===== src/rtl/wr_fifo_axi_writer_if.sv =====
// Bus bundle between the frame writer, the show-ahead FIFO read port and the AXI4 write channels.
// master = writer side, slave = FIFO + AXI slave side.
interface wr_fifo_axi_writer_if #(
   parameter int DATA_WIDTH = 128,
   parameter int ADDR_WIDTH = 28
);
   logic                      fifo_rd_en;
   logic                      fifo_rd_vld;
   logic [DATA_WIDTH-1:0]     fifo_rd_data;

   logic [ADDR_WIDTH-1:0]     axi_awaddr;
   logic [7:0]                axi_awlen;
   logic                      axi_awvalid;
   logic                      axi_awready;

   logic [DATA_WIDTH-1:0]     axi_wdata;
   logic [DATA_WIDTH/8-1:0]   axi_wstrb;
   logic                      axi_wlast;
   logic                      axi_wvalid;
   logic                      axi_wready;

   logic                      axi_bvalid;
   logic                      axi_bready;

   modport master (
      output fifo_rd_en,
      input  fifo_rd_vld,
      input  fifo_rd_data,
      output axi_awaddr,
      output axi_awlen,
      output axi_awvalid,
      input  axi_awready,
      output axi_wdata,
      output axi_wstrb,
      output axi_wlast,
      output axi_wvalid,
      input  axi_wready,
      input  axi_bvalid,
      output axi_bready
   );

   modport slave (
      input  fifo_rd_en,
      output fifo_rd_vld,
      output fifo_rd_data,
      input  axi_awaddr,
      input  axi_awlen,
      input  axi_awvalid,
      output axi_awready,
      input  axi_wdata,
      input  axi_wstrb,
      input  axi_wlast,
      input  axi_wvalid,
      output axi_wready,
      output axi_bvalid,
      input  axi_bready
   );
endinterface


===== src/rtl/wr_fifo_axi_writer.sv =====
// Drains a show-ahead FIFO into AXI4 INCR write bursts, one burst outstanding at a time,
// and pulses frame_done once the last burst of a frame has been acknowledged.
module wr_fifo_axi_writer #(
   parameter int DATA_WIDTH = 128,
   parameter int ADDR_WIDTH = 28,
   parameter int BURST_LEN  = 16,
   parameter int LEN_WIDTH  = 20
) (
   input  logic                  rd_clk,
   input  logic                  rd_rst_n,
   input  logic                  frame_start,
   input  logic [ADDR_WIDTH-1:0] base_addr,
   input  logic [LEN_WIDTH-1:0]  frame_beats,
   output logic                  busy,
   output logic                  frame_done,
   wr_fifo_axi_writer_if.master  bus
);
   localparam int BYTE_SHIFT = $clog2(DATA_WIDTH / 8);

   typedef enum logic [2:0] {
      IDLE = 3'd0,
      ADDR = 3'd1,
      DATA = 3'd2,
      RESP = 3'd3,
      DONE = 3'd4
   } state_t;

   // AXI len field for the next burst: min(beats, BURST_LEN) - 1, zero when nothing is left.
   function automatic logic [7:0] awlen_f(input logic [LEN_WIDTH-1:0] beats);
      logic [7:0] len;
      if (beats == {LEN_WIDTH{1'b0}}) begin
         len = 8'd0;
      end else if (beats >= LEN_WIDTH'(BURST_LEN)) begin
         len = 8'(BURST_LEN - 1);
      end else begin
         len = 8'(beats - LEN_WIDTH'(1));
      end
      return len;
   endfunction

   state_t                state_r;
   state_t                state_nxt_s;
   logic [ADDR_WIDTH-1:0] addr_r;
   logic [LEN_WIDTH-1:0]  remain_r;
   logic [7:0]            awlen_r;
   logic [7:0]            beat_cnt_r;

   logic                  frame_accept_s;
   logic                  aw_fire_s;
   logic                  w_fire_s;
   logic                  w_last_s;
   logic [LEN_WIDTH-1:0]  remain_nxt_s;
   logic [ADDR_WIDTH-1:0] burst_bytes_s;

   logic                  awvalid_s;
   logic                  wvalid_s;
   logic                  bready_s;
   logic                  busy_s;
   logic                  frame_done_s;

   assign frame_accept_s = (state_r == IDLE) & frame_start;
   assign aw_fire_s      = awvalid_s & bus.axi_awready;
   assign w_fire_s       = wvalid_s & bus.axi_wready;
   assign w_last_s       = wvalid_s & (beat_cnt_r == awlen_r);
   assign remain_nxt_s   = remain_r - (LEN_WIDTH'(awlen_r) + LEN_WIDTH'(1));
   assign burst_bytes_s  = (ADDR_WIDTH'(awlen_r) + ADDR_WIDTH'(1)) << BYTE_SHIFT;

   // State register.
   always_ff @(posedge rd_clk or negedge rd_rst_n) begin
      if (!rd_rst_n) begin
         state_r <= IDLE;
      end else begin
         state_r <= state_nxt_s;
      end
   end

   // Next-state decode.
   always_comb begin
      state_nxt_s = state_r;
      case (state_r)
         IDLE: begin
            if (frame_start) begin
               if (frame_beats == {LEN_WIDTH{1'b0}}) begin
                  state_nxt_s = DONE;
               end else begin
                  state_nxt_s = ADDR;
               end
            end else begin
               state_nxt_s = IDLE;
            end
         end
         ADDR: begin
            if (aw_fire_s) begin
               state_nxt_s = DATA;
            end else begin
               state_nxt_s = ADDR;
            end
         end
         DATA: begin
            if (w_fire_s & w_last_s) begin
               state_nxt_s = RESP;
            end else begin
               state_nxt_s = DATA;
            end
         end
         RESP: begin
            // remain_r has already been reduced by the burst just written.
            if (bus.axi_bvalid) begin
               if (remain_r == {LEN_WIDTH{1'b0}}) begin
                  state_nxt_s = DONE;
               end else begin
                  state_nxt_s = ADDR;
               end
            end else begin
               state_nxt_s = RESP;
            end
         end
         DONE: begin
            state_nxt_s = IDLE;
         end
         default: begin
            state_nxt_s = IDLE;
         end
      endcase
   end

   // Output decode; W valid follows the FIFO head combinationally while a burst is open.
   always_comb begin
      awvalid_s    = 1'b0;
      wvalid_s     = 1'b0;
      bready_s     = 1'b0;
      busy_s       = 1'b0;
      frame_done_s = 1'b0;
      case (state_r)
         IDLE: begin
            busy_s = 1'b0;
         end
         ADDR: begin
            busy_s    = 1'b1;
            awvalid_s = 1'b1;
         end
         DATA: begin
            busy_s   = 1'b1;
            wvalid_s = bus.fifo_rd_vld;
         end
         RESP: begin
            busy_s   = 1'b1;
            bready_s = 1'b1;
         end
         DONE: begin
            busy_s       = 1'b1;
            frame_done_s = 1'b1;
         end
         default: begin
            busy_s = 1'b0;
         end
      endcase
   end

   // Frame bookkeeping: burst address, beats left, current burst length, beat position.
   always_ff @(posedge rd_clk or negedge rd_rst_n) begin
      if (!rd_rst_n) begin
         addr_r     <= {ADDR_WIDTH{1'b0}};
         remain_r   <= {LEN_WIDTH{1'b0}};
         awlen_r    <= 8'd0;
         beat_cnt_r <= 8'd0;
      end else begin
         if (frame_accept_s) begin
            addr_r     <= base_addr;
            remain_r   <= frame_beats;
            awlen_r    <= awlen_f(frame_beats);
            beat_cnt_r <= 8'd0;
         end else if (aw_fire_s) begin
            beat_cnt_r <= 8'd0;
         end else if (w_fire_s) begin
            if (w_last_s) begin
               // awlen only moves here, after its burst has left, so it is stable while awvalid.
               remain_r   <= remain_nxt_s;
               addr_r     <= addr_r + burst_bytes_s;
               awlen_r    <= awlen_f(remain_nxt_s);
               beat_cnt_r <= 8'd0;
            end else begin
               beat_cnt_r <= beat_cnt_r + 8'd1;
            end
         end else begin
            beat_cnt_r <= beat_cnt_r;
         end
      end
   end

   assign busy            = busy_s;
   assign frame_done      = frame_done_s;
   assign bus.axi_awvalid = awvalid_s;
   assign bus.axi_awaddr  = addr_r;
   assign bus.axi_awlen   = awlen_r;
   assign bus.axi_wvalid  = wvalid_s;
   assign bus.axi_wdata   = bus.fifo_rd_data;
   assign bus.axi_wstrb   = {(DATA_WIDTH/8){1'b1}};
   assign bus.axi_wlast   = w_last_s;
   assign bus.fifo_rd_en  = w_fire_s;
   assign bus.axi_bready  = bready_s;

endmodule


===== src/flat_wrapper.sv =====
// flat-port wrapper written by rule: the top's interface ports become plain ports
module wr_fifo_axi_writer_flat 
#(
   parameter int DATA_WIDTH = 128,
   parameter int ADDR_WIDTH = 28,
   parameter int BURST_LEN  = 16,
   parameter int LEN_WIDTH  = 20
)
  (rd_clk, rd_rst_n, frame_start, base_addr, frame_beats, busy, frame_done, bus_fifo_rd_en, bus_fifo_rd_vld, bus_fifo_rd_data, bus_axi_awaddr, bus_axi_awlen, bus_axi_awvalid, bus_axi_awready, bus_axi_wdata, bus_axi_wstrb, bus_axi_wlast, bus_axi_wvalid, bus_axi_wready, bus_axi_bvalid, bus_axi_bready);
  wr_fifo_axi_writer_if #(.DATA_WIDTH(DATA_WIDTH), .ADDR_WIDTH(ADDR_WIDTH)) bus_i ();
  input  logic rd_clk;
  input  logic rd_rst_n;
  input  logic frame_start;
  input  logic [ADDR_WIDTH-1:0] base_addr;
  input  logic [LEN_WIDTH-1:0] frame_beats;
  output logic busy;
  output logic frame_done;
  output wire logic [$bits(bus_i.fifo_rd_en)-1:0] bus_fifo_rd_en;
  input wire logic [$bits(bus_i.fifo_rd_vld)-1:0] bus_fifo_rd_vld;
  input wire logic [$bits(bus_i.fifo_rd_data)-1:0] bus_fifo_rd_data;
  output wire logic [$bits(bus_i.axi_awaddr)-1:0] bus_axi_awaddr;
  output wire logic [$bits(bus_i.axi_awlen)-1:0] bus_axi_awlen;
  output wire logic [$bits(bus_i.axi_awvalid)-1:0] bus_axi_awvalid;
  input wire logic [$bits(bus_i.axi_awready)-1:0] bus_axi_awready;
  output wire logic [$bits(bus_i.axi_wdata)-1:0] bus_axi_wdata;
  output wire logic [$bits(bus_i.axi_wstrb)-1:0] bus_axi_wstrb;
  output wire logic [$bits(bus_i.axi_wlast)-1:0] bus_axi_wlast;
  output wire logic [$bits(bus_i.axi_wvalid)-1:0] bus_axi_wvalid;
  input wire logic [$bits(bus_i.axi_wready)-1:0] bus_axi_wready;
  input wire logic [$bits(bus_i.axi_bvalid)-1:0] bus_axi_bvalid;
  output wire logic [$bits(bus_i.axi_bready)-1:0] bus_axi_bready;
  assign bus_fifo_rd_en = bus_i.fifo_rd_en;
  assign bus_i.fifo_rd_vld = bus_fifo_rd_vld;
  assign bus_i.fifo_rd_data = bus_fifo_rd_data;
  assign bus_axi_awaddr = bus_i.axi_awaddr;
  assign bus_axi_awlen = bus_i.axi_awlen;
  assign bus_axi_awvalid = bus_i.axi_awvalid;
  assign bus_i.axi_awready = bus_axi_awready;
  assign bus_axi_wdata = bus_i.axi_wdata;
  assign bus_axi_wstrb = bus_i.axi_wstrb;
  assign bus_axi_wlast = bus_i.axi_wlast;
  assign bus_axi_wvalid = bus_i.axi_wvalid;
  assign bus_i.axi_wready = bus_axi_wready;
  assign bus_i.axi_bvalid = bus_axi_bvalid;
  assign bus_axi_bready = bus_i.axi_bready;
  wr_fifo_axi_writer #(.DATA_WIDTH(DATA_WIDTH), .ADDR_WIDTH(ADDR_WIDTH), .BURST_LEN(BURST_LEN), .LEN_WIDTH(LEN_WIDTH)) u_core (.rd_clk(rd_clk), .rd_rst_n(rd_rst_n), .frame_start(frame_start), .base_addr(base_addr), .frame_beats(frame_beats), .busy(busy), .frame_done(frame_done), .bus(bus_i));
endmodule

===== config.mk =====
export PLATFORM = sky130hd
export DESIGN_NAME = wr_fifo_axi_writer_flat
export DESIGN_NICKNAME = d
export VERILOG_FILES = /design/src/rtl/wr_fifo_axi_writer_if.sv /design/src/rtl/wr_fifo_axi_writer.sv /design/src/flat_wrapper.sv
export SDC_FILE = /design/constraint.sdc
export NUM_CORES = 1
export LEC_CHECK = 0
export BUFFER_PORTS_ARGS = -buffer_cell sky130_fd_sc_hd__buf_4
export CAP_MARGIN = 20
export CORE_AREA = 2 2 144 146
export CTS_BUF_LIST = sky130_fd_sc_hd__clkbuf_4 sky130_fd_sc_hd__clkbuf_8
export DETAILED_ROUTE_END_ITERATION = 7
export DIE_AREA = 0 0 146 148
export GPL_TIMING_DRIVEN = 0
export HOLD_SLACK_MARGIN = 0.03
export SLEW_MARGIN = 20
export SYNTH_ARGS = -nofsm -noshare
export SYNTH_HDL_FRONTEND = slang
export SYNTH_SLANG_ARGS = --single-unit

===== constraint.sdc =====
create_clock -name rd_clk -period 3.8 [get_ports rd_clk]
set_clock_uncertainty 0.2 [all_clocks]
set_input_delay 0.76 -clock rd_clk [delete_from_list [all_inputs] [get_ports rd_clk]]
set_output_delay 0.76 -clock rd_clk [all_outputs]
set_load 0.005 [all_outputs]

==> summary.md, run 1 <==
The flow ran to the end, and the final reports show no timing, DRC or antenna violations. Prior to clock tree synthesis, the placed netlist has a worst setup slack of -0.163 ns. The startpoint identified for the worst hold timing path is u_core.bus.axi_awaddr[0]. Among cell families on the critical path, the largest total delay comes from compound AO/OA/AOI/OAI gates. Dividing the synthesized area by the synthesized cell count gives 8.19 µm².

The vertical die dimension works out to 148 µm. The aggregate global-route resource usage is 0.173. Endpoint of the worst hold path: u_core.bus.axi_awaddr[0]. The number of H-tree levels came out at 3. Counting distinct cell types in the post-synthesis netlist gives 73. The remaining max-slew budget at the tightest pin was 0.384; the number of placement rows was 52. Number of search-and-repair iterations in the first detailed-routing pass: 5.

Clock tree synthesis found a total of 67 sinks. The worst vdd rail ir drop was 0.000199 V. TritonCTS built the clock tree. Buffers inserted during clock tree synthesis total 9.

The tightest hold path in the finished design has a slack of 0.289 ns. The routed wire length is 20.0 mm, and the number of fill cells is 2122. In this design, the stage delay of the slowest critical-path cell is 0.58 ns. Net count of the finished layout: 1174. The final max-slew violation count was 0; the power per cell area was 510 nW/µm². For this block, the via count after detailed routing is 6093.

The sequential share of the synthesized area was 0.285. For the worst flop-to-flop path, the logic depth is 10. The logs give 0 for the count of final setup violators and 276 MHz for the maximum clock frequency. Placeable core area: 20000 µm². The later-pin clock latency in the skew report is 0.36 ns.

Count of port buffers added during placement: 225. The tools report the critical path data required time as 3.89 ns. After synthesis, the cell types taking the most area are sky130_fd_sc_hd__dfrtp_1 29%, sky130_fd_sc_hd__buf_4 18%, sky130_fd_sc_hd__nand2_1 4.7%.

Traced cell by cell, the critical path runs through clkbuf_1 > inv_1 > ha_1 > nor2b_4 > o21a_4 > a211oi_2 > o21ai_2 > a2111o_1 > or4_4 > o21ai_2. Time the final worst path needs with I/O delays and setup: 3.62 ns. For the routability congestion estimate, the log shows 0.906. The initial detailed-routing violation count was 473. The number of global-route vias before repair came out at 5647. Once detailed placement completed, the half-perimeter wirelength came to 15.5 mm. The run gives 370 as the number of placed I/O pins. Most used flip-flop cell after synthesis: sky130_fd_sc_hd__dfrtp_1. The number of instances on the worst hold path came out at 2. The worst register-to-register path ends at u_core.bus.axi_awlen[7]. Summing every instance area after synthesis gives 5870 µm².

The synthesized-area fraction occupied by adder cells was 0.0516; the slew at the pin with the worst max-slew slack was 0.924 ns. The die span in x was 146 µm; the arrival time at the worst endpoint was 3.71 ns. The largest individual stage delay along the critical path comes from the cell sky130_fd_sc_hd__or4_4. The worst hold path belongs to the class register to register. The clock transition at the registers of the reported paths works out to 0.08 ns. The xor and xnor fraction of the mapped netlist area was 0.0462; the residual DRC count was 0. The maximum fanout along the worst path is 7. By instance count, the cell type seen most on the critical path is sky130_fd_sc_hd__o21ai_2. Simple logic cell fraction of the synthesized area: 0.197. For the total number of yosys warnings, the log shows 0.

The tools report the critical path launch point type as a register. Flip-flop and latch count after synthesis: 67. The largest area contributor in the synthesized netlist was sky130_fd_sc_hd__dfrtp_1.

The share of the synthesized area in the top cell type is 0.285. The most common library cell in the layout ignoring fill and taps is sky130_fd_sc_hd__buf_4. The run gives 68 as the largest net degree at the start of global routing. In this run the register-to-register setup slack is 0.18 ns. Max-cap violations in this run came to 0.

The library cells used most frequently in the layout, excluding fill and tap cells, are 369 x sky130_fd_sc_hd__buf_4, 74 x sky130_fd_sc_hd__nand2_1, 66 x sky130_fd_sc_hd__dfrtp_1. The worst setup path is captured at a register. Setup repair after global routing left no endpoint under its margin. The worst register-to-register path begins at u_core.bus.axi_awlen[2]. The signed area change from the synthesized netlist to the final layout was 39.3%; the total setup buffers inserted after CTS was 0. The multiplexer share of the synthesized area is 0.00362. The clock root buffer master is sky130_fd_sc_hd__clkbuf_8. Main combinational cell family by area after synthesis: buffers and inverters. The first global-routing pass estimated 30.0 mm of wire. Together, buffers and inverters on the worst path number 2. The portion of the clock cycle consumed by the worst path in the final layout came out at 0.952. Global routing finished with a remaining overflow of 0. The analysis attributes to cell leakage a power of 4.04 nW.

The floorplan die area was 21600 µm². Counting flops with a built-in enable in the synthesized netlist gives 0. After technology mapping, the gate count stands at 717. Once detail routing completed, the nets flagged for antenna violations numbered 0.

The quantity of gates resized following cts is 1, and the hold-fix buffer count after cts is 0. The count of final hold-check violations is 0, and the antenna diode count is 0. The final worst setup slack came out at 0.182 ns. The number of antenna violations at the first check in global routing is 0, and the average vias per placed instance is 4.90. Startpoint-to-endpoint class of the critical path: register to register. The longest clock path from root to sink contains 2 buffers. The share of post-route cells with drive strength above 1 is 0.423.

After detailed routing, the average wire length per cell comes to 16.1 µm. The post-synthesis async set-or-reset flop share is 1.00. The starting utilization of the core area was 0.293; the fraction of the mapped netlist area in compound gates was 0.199.
[cells by family (layout without fill, tap and decap cells)]
group	after synthesis	in the layout
AND/OR/NAND/NOR	229	229
buffers and inverters	190	431
AO/OA/AOI/OAI	174	174
flip-flops	67	67
XOR/XNOR	31	31
adder cells (fa/ha/maj)	23	23
multiplexers	2	2
other	1	16
[state kept, by name (all words and copies together), names as in the netlist]
register,flops
u_core.bus.axi_awlen,8
u_core.state_r,3
u_core.bus.axi_awaddr,28
u_core.beat_cnt_r,8
u_core.remain_r,20
[routing by layer]
metal  track usage  part of all wire  vias up
li1              -                 -     2894
met1         0.232              0.43     2852
met2         0.282              0.47      321
met3        0.0423             0.091       26
met4        0.0432             0.014        0
met5             0                 0        -
[Yosys cell counts, drive strengths merged (3+ instances only)]
master	instances
nor2	46
ha	21
a211oi	9
buf	149
xor2	19
o22ai	3
nand2	74
clkbuf	18
or2	4
a31oi	8
or3	4
a21oi	37
nor4	14
a21o	7
nand4	5
inv	23
nor3	18
a221o	7
o21ai	49
o221ai	7
and3	9
xnor2	12
dfrtp	67
nand3b	6
nand3	24
a211o	4
nand2b	4
o211ai	6
a22oi	9
o21a	4
and2	7
o311ai	7
[how the worst max path moves through the flow]
stage | from | cells after the start | slack (ns) | end
after CTS | u_core.bus.axi_awlen[2] | 11 | 0.12 | u_core.bus.axi_awlen[3]
after global placement | u_core.bus.axi_awlen[2] | 11 | -0.17 | u_core.bus.axi_awlen[2]
after detailed placement | u_core.bus.axi_awlen[2] | 11 | -0.16 | u_core.bus.axi_awlen[2]
after floorplan | u_core.bus.axi_awlen[2] | 10 | 0.73 | u_core.bus.axi_awlen[5]
after global routing | u_core.bus.axi_awlen[2] | 10 | 0.02 | u_core.bus.axi_awlen[5]
final | u_core.bus.axi_awlen[2] | 10 | 0.18 | u_core.bus.axi_awlen[7]
[through the flow]
step	total power, mW	instances	area, µm²	utilization	setup TNS, ns
finish	4.18	1243	8180	0.408	0
global route	4.50	1243	8180	0.408	0
CTS	4.14	1243	8160	0.407	0
detailed placement	3.49	1227	7960	0.397	-0.593
global placement	3.46	1227	7960	0.397	-0.665
floorplan	2.62	732	5930	-	0
[worst reg2reg max path, delay by kind of cell, from the launching register on]
kind / cells / cell delay, ns
compound gates: 5 / 1.40
fa+ha+maj: 1 / 0.37
buf+inv: 2 / 0.49
flops: 1 / 0.35
simple gates: 2 / 0.74
[final cells by class]
cell class                 count  area [µm²]  area share
clock buffer                  12         146      0.0179
inverter                      23        86.3      0.0105
timing repair buffer         225        1690       0.206
multi-input combinational    475        3010       0.368
tap                          270         338      0.0413
buffer                       167        1180       0.145
sequential                    67        1680       0.205
clock inverter                 4        51.3     0.00627
[report_power, final]
part | total, mW | switching (mW) | internal [mW]
Clock | 0.626 | 0.301 | 0.326
Sequential | 1.30 | 0.315 | 0.985
Combinational | 2.25 | 1.21 | 1.04
No activity file was read; power rests on OpenSTA's default activity.
==> inputs of run 2 (changes only) <==
- CELL_PAD_IN_SITES_DETAIL_PLACEMENT: unset -> 0
- CELL_PAD_IN_SITES_GLOBAL_PLACEMENT: unset -> 1
- CORE_AREA: 2 2 144 146 -> 2 2 143 145
- DIE_AREA: 0 0 146 148 -> 0 0 145 147
- PLACE_DENSITY_LB_ADDON: unset -> 0.1
- RECOVER_POWER: unset -> 100
- SKIP_CTS_REPAIR_TIMING: unset -> 1
==> summary.md, run 2 (synthesis results as in run 1) <==
The portion of the clock cycle consumed by the worst path in the final layout works out to 0.944 (-0.00850). The time the final worst path needs with I/O delays and setup was 3.59 ns (-0.0323 ns); the share of total power consumed by net switching was 0.444 (+0.00682). The run gives -0.239 (-0.623) as the remaining max-slew budget at the tightest pin. The critical path goes through clkbuf_1 > inv_1 > ha_1 > nor2b_1 > o21a_4 > a211oi_2 > o21ai_0 > a211o_1 > or4_4 > o21ai_1.

The run gives 16.2 mm (+4.9%) as the half-perimeter wire length of the detailed placement result. From synthesis to final layout, the design area changed by 38.3%. The antenna diode count was 0 (unchanged). The residual DRC count is 0 (unchanged).

The run gives 0.296 (+0.00288) as the starting utilization of the core area. The vertical die dimension came out at 147 µm (-0.68%). The final reports fail on max-capacitance violations, max-slew violations.

The tools report the largest net degree at the start of global routing as 68 (unchanged). The final non-filler cell area is 8120 µm² (-0.78%), and the via total after detailed routing is 5922 (-2.8%). The logs give 0 (unchanged) for the count of final setup violators and 0.38 ns (+0.02 ns) for the later-pin clock latency in the skew report. The net count of the finished layout is 1174 (unchanged), and the detail-routed net length per standard cell is 16.6 µm (+3.3%). The average vias per placed instance is 4.76 (-2.8%). The number of H-tree levels came out at 3 (unchanged). The arrival time at the worst endpoint is 3.69 ns (-0.02 ns), and the number of global-route vias before repair is 5839 (+3.4%). The power share of the sequential group is 0.317 (+0.006), and the number of placed I/O pins is 370 (unchanged). The tools report the reported leakage power as 3.95 nW (-2.2%). For the number of search-and-repair iterations in the first detailed-routing pass, the log shows 4 (-1). The run gives 20.7 mm (+3.3%) as the routed wire length. The run finished, with violations left. Aggregate global-route resource usage: 0.188 (+0.0150).

The clock power share came out at 0.151 (about the same). For the combinational cell fraction of total power, the log shows 0.531 (-0.008). Setup repair after global routing left no endpoint under its margin. The count of port buffers added during placement is 225 (unchanged). The min-delay analysis places its worst path in the category register to register.

The share of the core filled with cells was 0.409 (+0.000802). For the fraction of met2 tracks used by global routing, the log shows 0.314 (+0.0320). The share of post-route cells with drive strength above 1 is 0.408 (-0.0154), and the cell area reported after detailed placement is 7960 µm² (unchanged).

The run gives 0.245 (+0.0124) as the met1 capacity usage during global routing. The library cells used most frequently in the layout, excluding fill and tap cells, are 202 x sky130_fd_sc_hd__buf_4, 156 x sky130_fd_sc_hd__clkbuf_4, 74 x sky130_fd_sc_hd__nand2_1. Clock transition at the registers of the reported paths: 0.09 ns (about the same).

The sum of overflow across all layers after global routing came out at 0 (unchanged). The final max-slew violation count is 68 (+68). The number of buffers and inverters on the critical path was 2 (unchanged). In this run the most used layer during global routing was met2.

For the met3 usage in global routing, the log shows 0.0509 (+0.00865). The net switching component of the power is 1.83 mW (about the same). The run gives 290 (-39%) as the initial detailed-routing violation count. The die span in x came out at 145 µm (-0.68%).

For the wire length of the first global-routing pass, the log shows 32.0 mm (+6.6%). CTS placed an instance of sky130_fd_sc_hd__clkbuf_8 at the clock tree root. The count of final hold-check violations is 0 (unchanged). The number of CTS-inserted buffers was 9 (unchanged). The critical path is of the register to register type.

TritonCTS built the clock tree. The number of antenna violations at the first check in global routing was 0 (unchanged); the maximum buffer depth of the clock tree was 2 (unchanged). The tools report the number of placement rows as 52 (unchanged). The logs give 0.824 (-9.0%) for the routability congestion estimate and 4.11 mW (-1.5%) for the overall power consumption.

The run gives 0.000189 V (-5.2%) as the worst vdd rail ir drop. For the internal power, the log shows 2.28 mW (-2.7%). For the critical path data required time, the log shows 3.90 ns (about the same). The flip-flop count of the largest register, all copies and words added is 28 (unchanged). The power per cell area works out to 506 nW/µm² (-0.72%).

The logs give 19800 µm² (-0.97%) for the placeable core area and 0 (unchanged) for the final antenna-violating net count. The maximum fanout along the worst path came out at 7 (unchanged). Broken down by cell family, the worst path's largest delay share belongs to compound AO/OA/AOI/OAI gates. The maximum cell stage delay along the critical path is 0.51 ns (-0.07 ns), and the floorplan die area is 21300 µm² (-1.4%). The tools report the maximum clock frequency as 279 MHz (+0.90%). The library cell used most frequently in the layout, excluding fill and tap cells, is sky130_fd_sc_hd__buf_4. The number of maximum-capacitance violations came out at 1 (+1).

The critical path launch point type is a register. The tools report the endpoint class of the critical path as a register. Total number of clock tree sinks: 67 (unchanged).

The highest-delay cell along the critical path is sky130_fd_sc_hd__or4_4. The slew at the pin with the worst max-slew slack was 1.86 ns (+0.934 ns).
run 2: changes by cell type in the layout (fill, tap and decap cells not counted), moves of 2 or more:
cell                       previous run  this run
sky130_fd_sc_hd__buf_4              369       202
sky130_fd_sc_hd__clkbuf_4             3       156
sky130_fd_sc_hd__clkbuf_1            18        30
sky130_fd_sc_hd__and2_0               1         3
sky130_fd_sc_hd__and2_1               6         4
sky130_fd_sc_hd__clkinv_2             1         3
run 2: worst min-delay path, cell delays in order, from the launching register on:
cell and delay, ns:
sky130_fd_sc_hd__dfrtp_1 0.36, sky130_fd_sc_hd__nand2_1 0.05, sky130_fd_sc_hd__nand2_1 0.05
run 2: layer usage:
metal  vias up  share of wire
met5         -              0
met4         0         0.0087
met3        12          0.074
met2       261           0.48
met1      2750           0.44
li1       2899              -
run 2: power by group through the flow:
stage               Sequential (mW)  Clock, mW  Combinational (mW)
floorplan                      1.23          0                1.39
global placement               1.32          0                2.20
detailed placement             1.31          0                2.20
CTS                            1.31      0.642                2.21
global route                   1.35      0.662                2.44
finish                         1.31      0.623                2.18
run 2: cell type report:
cell class / instances / area, µm²
clock inverter: 7 / 68.8
multi-input combinational: 475 / 2990
fill: 2077 / 11700
inverter: 23 / 86.3
timing repair buffer: 225 / 1650
clock buffer: 9 / 124
tap: 270 / 338
sequential: 67 / 1680
buffer: 167 / 1180
run 2: stage by stage:
step           hold WS (ns)  setup slack [ns]  setup TNS [ns]  cells
2_1_floorplan         0.264             0.730               0    732
3_3_place_gp          0.273            -0.247          -0.880   1227
3_5_place_dp          0.265            -0.266           -1.02   1227
4_1_cts               0.295            -0.270           -1.03   1243
5_1_grt               0.309           0.00518               0   1243
6_report              0.284             0.214               0   1243
run 2: final timing paths:
check	from	endpoint	slack, ns	cells past startpoint
max in group asynchronous	rd_rst_n	u_core.bus.axi_awlen[1]	1.50	1
min reg2reg	u_core.bus.axi_awaddr[0]	u_core.bus.axi_awaddr[0]	0.28	2
min	u_core.bus.axi_awaddr[0]	u_core.bus.axi_awaddr[0]	0.28	2
max	u_core.bus.axi_awlen[2]	u_core.bus.axi_awlen[5]	0.21	10
min in group asynchronous	rd_rst_n	u_core.beat_cnt_r[2]	0.69	1
max reg2reg	u_core.bus.axi_awlen[2]	u_core.bus.axi_awlen[5]	0.21	10
==> inputs of run 3 (changes only) <==
- ABC_AREA: unset -> 1
- CORE_AREA: 2 2 143 145 -> unset
- CORE_UTILIZATION: unset -> 30
- DIE_AREA: 0 0 145 147 -> unset
==> summary.md, run 3 <==
The flow ran to the end, but the final reports show violations. The final reports fail on max-capacitance violations, max-slew violations. The simple logic cell fraction of the synthesized area was 0.307 (+0.109). The logs give 370 (unchanged) for the number of placed I/O pins and 6513 (+10%) for the via total after detailed routing. Xor and xnor fraction of the mapped netlist area: 0.0437 (-0.00250). For the total number of clock tree sinks, the log shows 67 (unchanged).

Worst reg2reg path depth: 10 (unchanged). The tools report the aggregate global-route resource usage as 0.187 (-0.00105). In this run the critical register-to-register path is launched from u_core.bus.axi_awlen[3]. For the sum of overflow across all layers after global routing, the log shows 0 (unchanged).

The maximum buffer depth of the clock tree was 2 (unchanged). The met3 usage in global routing was 0.0343 (-0.0167). The run gives 0.310 (+0.0143) as the starting utilization of the core area. The worst reg-to-reg setup slack is 0.36 ns (+0.14 ns), and the number of antenna violations at the first check in global routing is 0 (unchanged). The power per cell area came out at 653 nW/µm² (+29%).

The multiplexer share of the synthesized area is 0 (-0.00362), and the number of buffers and inverters on the critical path is 3 (+1). The number of maximum-capacitance violations is 1 (unchanged). After synthesis, the cell types taking the most area are sky130_fd_sc_hd__dfrtp_1 26%, sky130_fd_sc_hd__buf_4 17%, sky130_fd_sc_hd__nand2_1 13%.

For the reported leakage power, the log shows 4.53 nW (+15%). The critical path data required time was 3.82 ns (-0.08 ns); the count of flip-flops with a built-in enable after synthesis was 0 (unchanged). The signal on the critical path passes through inv_1 > nand2_1 > nand4_1 > nor3_1 > nand3_1 > nor2_1 > nor2_1 > clkinvlp_2 > clkbuf_1 > o211ai_1. The most frequent cell after synthesis was sky130_fd_sc_hd__nand2_1. The most used flip-flop cell after synthesis is sky130_fd_sc_hd__dfrtp_1. Final antenna-violating net count: 0 (unchanged). The tools report the endpoint class of the critical path as a register. Clock transition at the registers of the reported paths: 0.08 ns (about the same).

The met1 capacity usage during global routing is 0.247 (+0.00235), and the flip-flop and latch count after synthesis is 67 (unchanged). Among cell families on the critical path, the largest total delay comes from simple AND/OR/NAND/NOR gates. The wire length of the first global-routing pass was 31.7 mm (-0.97%); the die span in x was 148 µm (+2.0%).

The post-synthesis async set-or-reset flop share is 1.00 (unchanged), and the mean instance size in the synthesized netlist is 6.95 µm² (-15%). The critical path's most frequent cell was sky130_fd_sc_hd__nor2_1. For the combined area of all synthesized cells, the log shows 6380 µm² (+8.6%). For the routed wire length, the log shows 21.0 mm (+1.3%). The number of search-and-repair iterations in the first detailed-routing pass is 5 (+1). The run gives 0.418 (+0.00864) as the share of the core filled with cells. The synthesized design spends more area on one cell type than any other, namely sky130_fd_sc_hd__dfrtp_1. The placeable core area is 20600 µm² (+3.6%), and the count of port buffers added during placement is 225 (unchanged). The gate count after technology mapping is 918 (+28%). The initial detailed-routing violation count is 284 (-2.1%), and the share of the synthesized area in the top cell type is 0.263 (-0.0227). The portion of the clock cycle consumed by the worst path in the final layout was 0.906 (-0.0374). The tools report the critical path capture point as u_core.bus.axi_awaddr[20]. The highest-delay cell along the critical path is sky130_fd_sc_hd__nor2_1. The fraction of the mapped netlist area in compound gates is 0.0918 (-0.107), and the largest net degree at the start of global routing is 68 (unchanged). The maximum clock frequency is 290 MHz (+4.1%), and the maximum cell stage delay along the critical path is 0.56 ns (+0.05 ns). The total number of yosys warnings was 0 (unchanged). The run gives 0 (unchanged) as the antenna diode count.

Tracing the worst setup path back leads to its startpoint at u_core.bus.axi_awlen[3]. The tools report the number of H-tree levels as 3 (unchanged). The number of placement rows is 52 (unchanged), and the number of fill cells is 2272 (+9.4%). By area, the combinational part of the netlist is dominated by simple AND/OR/NAND/NOR gates. Leaving out fill and tap cells, the most frequent cells in the layout are 228 x sky130_fd_sc_hd__nand2_1, 198 x sky130_fd_sc_hd__buf_4, 164 x sky130_fd_sc_hd__clkbuf_4.

The tools report the worst vdd rail ir drop as 0.000271 V (+43%). Critical path launch point type: a register. The post-synthesis cell type count is 48 (-34%), and the slew at the pin with the worst max-slew slack is 1.90 ns (+0.0407 ns).

The number of cells on the critical path came out at 10 (unchanged). The most common library cell in the layout ignoring fill and taps was sky130_fd_sc_hd__nand2_1. Number of CTS-inserted buffers: 9 (unchanged). After synthesis, the most frequently instantiated cells are 226 x sky130_fd_sc_hd__nand2_1, 146 x sky130_fd_sc_hd__buf_4, 95 x sky130_fd_sc_hd__inv_1.

The capture instance of the worst register-to-register path is u_core.bus.axi_awaddr[20]. The tools report the number of global-route vias before repair as 6007 (+2.9%). The tightest min-delay check is of the register to register type. The tools report the later-pin clock latency in the skew report as 0.36 ns (-0.02 ns). The residual DRC count is 0 (unchanged). The vertical die dimension is 148 µm (+0.56%). The busiest layer in global routing was met2. The synthesized-area fraction occupied by adder cells is 0.0475 (-0.00409), and the setup TNS is 0 ns (unchanged). The share of post-route cells with drive strength above 1 works out to 0.359 (-0.0491). The tree is rooted in a sky130_fd_sc_hd__clkbuf_8. The final max-slew violation count came out at 68 (unchanged).

From synthesis to final layout, the design area changed by 34.7%. Time the final worst path needs with I/O delays and setup: 3.44 ns (-0.142 ns). The logs give 3.46 ns (-0.23 ns) for the arrival time at the worst endpoint and 0.263 (-0.0227) for the sequential share of the synthesized area.

The detail-routed net length per standard cell was 14.5 µm (-13%); the half-perimeter wire length of the detailed placement result was 17.0 mm (+4.8%). The run gives 0 (unchanged) as the count of final setup violators. The average vias per placed instance is 4.51 (-5.3%), and the count of final hold-check violations is 0 (unchanged). By startpoint and endpoint, the worst setup path is classified as register to register. The maximum fanout along the worst path is 10 (+3), and the remaining max-slew budget at the tightest pin is -0.266 (-0.0271).

Setup repair after global routing left no endpoint under its margin. TritonCTS built the clock tree. The net count of the finished layout was 1375 (+17%). The tools report the fraction of met2 tracks used by global routing as 0.313 (-0.000366). The routability congestion estimate is 0.839 (+1.7%), and the flip-flop count of the largest register, all copies and words added is 28 (unchanged). The tools report the floorplan die area as 21900 µm² (+2.5%).
==> run 3: changes by cell type after synthesis, moves of 8 or more <==
cell                       delta
sky130_fd_sc_hd__o21ai_0     -35
sky130_fd_sc_hd__a22oi_1      -8
sky130_fd_sc_hd__clkbuf_1    -14
sky130_fd_sc_hd__inv_2       +13
sky130_fd_sc_hd__nand2_2     +10
sky130_fd_sc_hd__nor2_1      +29
sky130_fd_sc_hd__inv_1       +73
sky130_fd_sc_hd__o211ai_1     +8
sky130_fd_sc_hd__nand2_1    +152
sky130_fd_sc_hd__nand3_1     +38
sky130_fd_sc_hd__nand4_1      +9
sky130_fd_sc_hd__a21oi_1     -10
==> run 3: worst min path at each step <==
stage | slack (ns) | to | startpoint | cells after the start
final | 0.28 | u_core.bus.axi_awaddr[0] | u_core.bus.axi_awaddr[0] | 2
after global placement | 0.27 | u_core.bus.axi_awaddr[3] | u_core.bus.axi_awaddr[3] | 2
after global routing | 0.31 | u_core.bus.axi_awaddr[0] | u_core.bus.axi_awaddr[0] | 2
after CTS | 0.29 | u_core.bus.axi_awaddr[3] | u_core.bus.axi_awaddr[3] | 2
after detailed placement | 0.27 | u_core.bus.axi_awaddr[2] | u_core.bus.axi_awaddr[2] | 2
after floorplan | 0.26 | u_core.beat_cnt_r[0] | rd_rst_n | 0
==> run 3: per-stage QoR <==
step | instances | instance area, µm² | power [mW] | hold WS, ns | worst slack, ns
3_3_place_gp | 1428 | 8460 | 5.06 | 0.266 | 0.277
6_report | 1443 | 8590 | 5.61 | 0.283 | 0.356
2_1_floorplan | 933 | 6440 | 3.84 | 0.264 | 0.970
4_1_cts | 1443 | 8660 | 5.74 | 0.293 | 0.227
3_5_place_dp | 1428 | 8460 | 5.07 | 0.267 | 0.260
5_1_grt | 1443 | 8590 | 6.14 | 0.312 | 0.0347
==> run 3: layout make-up <==
cell class | instances | area [µm²] | area share
Buffer | 159 | 1150 | 0.134
Clock buffer | 11 | 145 | 0.0169
Clock inverter | 4 | 51.3 | 0.00597
Inverter | 110 | 414 | 0.0482
Multi-Input combinational cell | 597 | 3160 | 0.368
Sequential cell | 67 | 1680 | 0.195
Tap cell | 270 | 338 | 0.0393
Timing Repair Buffer | 225 | 1660 | 0.193
==> run 3: power breakdown <==
part	switching (mW)	total, mW	internal, mW
logic	2.13	3.58	1.45
registers	0.379	1.39	1.01
clock network	0.313	0.638	0.325
total	2.82	5.61	2.78
==> run 3: routing by layer <==
layer  vias to the layer above  share of wire
met5                         -              0
met4                         0          0.011
met3                        15          0.074
met2                       259           0.47
met1                      2940           0.45
li1                       3299              -
==> run 3: kinds of logic after synthesis <==
kind of cell	count (synthesis)
fa+ha+maj	23
flops	67
compound gates	87
other cells	1
simple gates	440
xor+xnor	31
buf+inv	269
==> run 3: worst register-to-register path, stage by stage (launching register included) <==
cell                         delay (ns)
sky130_fd_sc_hd__dfrtp_1           0.52
sky130_fd_sc_hd__inv_1             0.17
sky130_fd_sc_hd__nand2_1           0.09
sky130_fd_sc_hd__nand4_1           0.12
sky130_fd_sc_hd__nor3_1            0.17
sky130_fd_sc_hd__nand3_1           0.16
sky130_fd_sc_hd__nor2_1            0.56
sky130_fd_sc_hd__nor2_1            0.35
sky130_fd_sc_hd__clkinvlp_2        0.24
sky130_fd_sc_hd__clkbuf_1          0.56
sky130_fd_sc_hd__o211ai_1          0.17
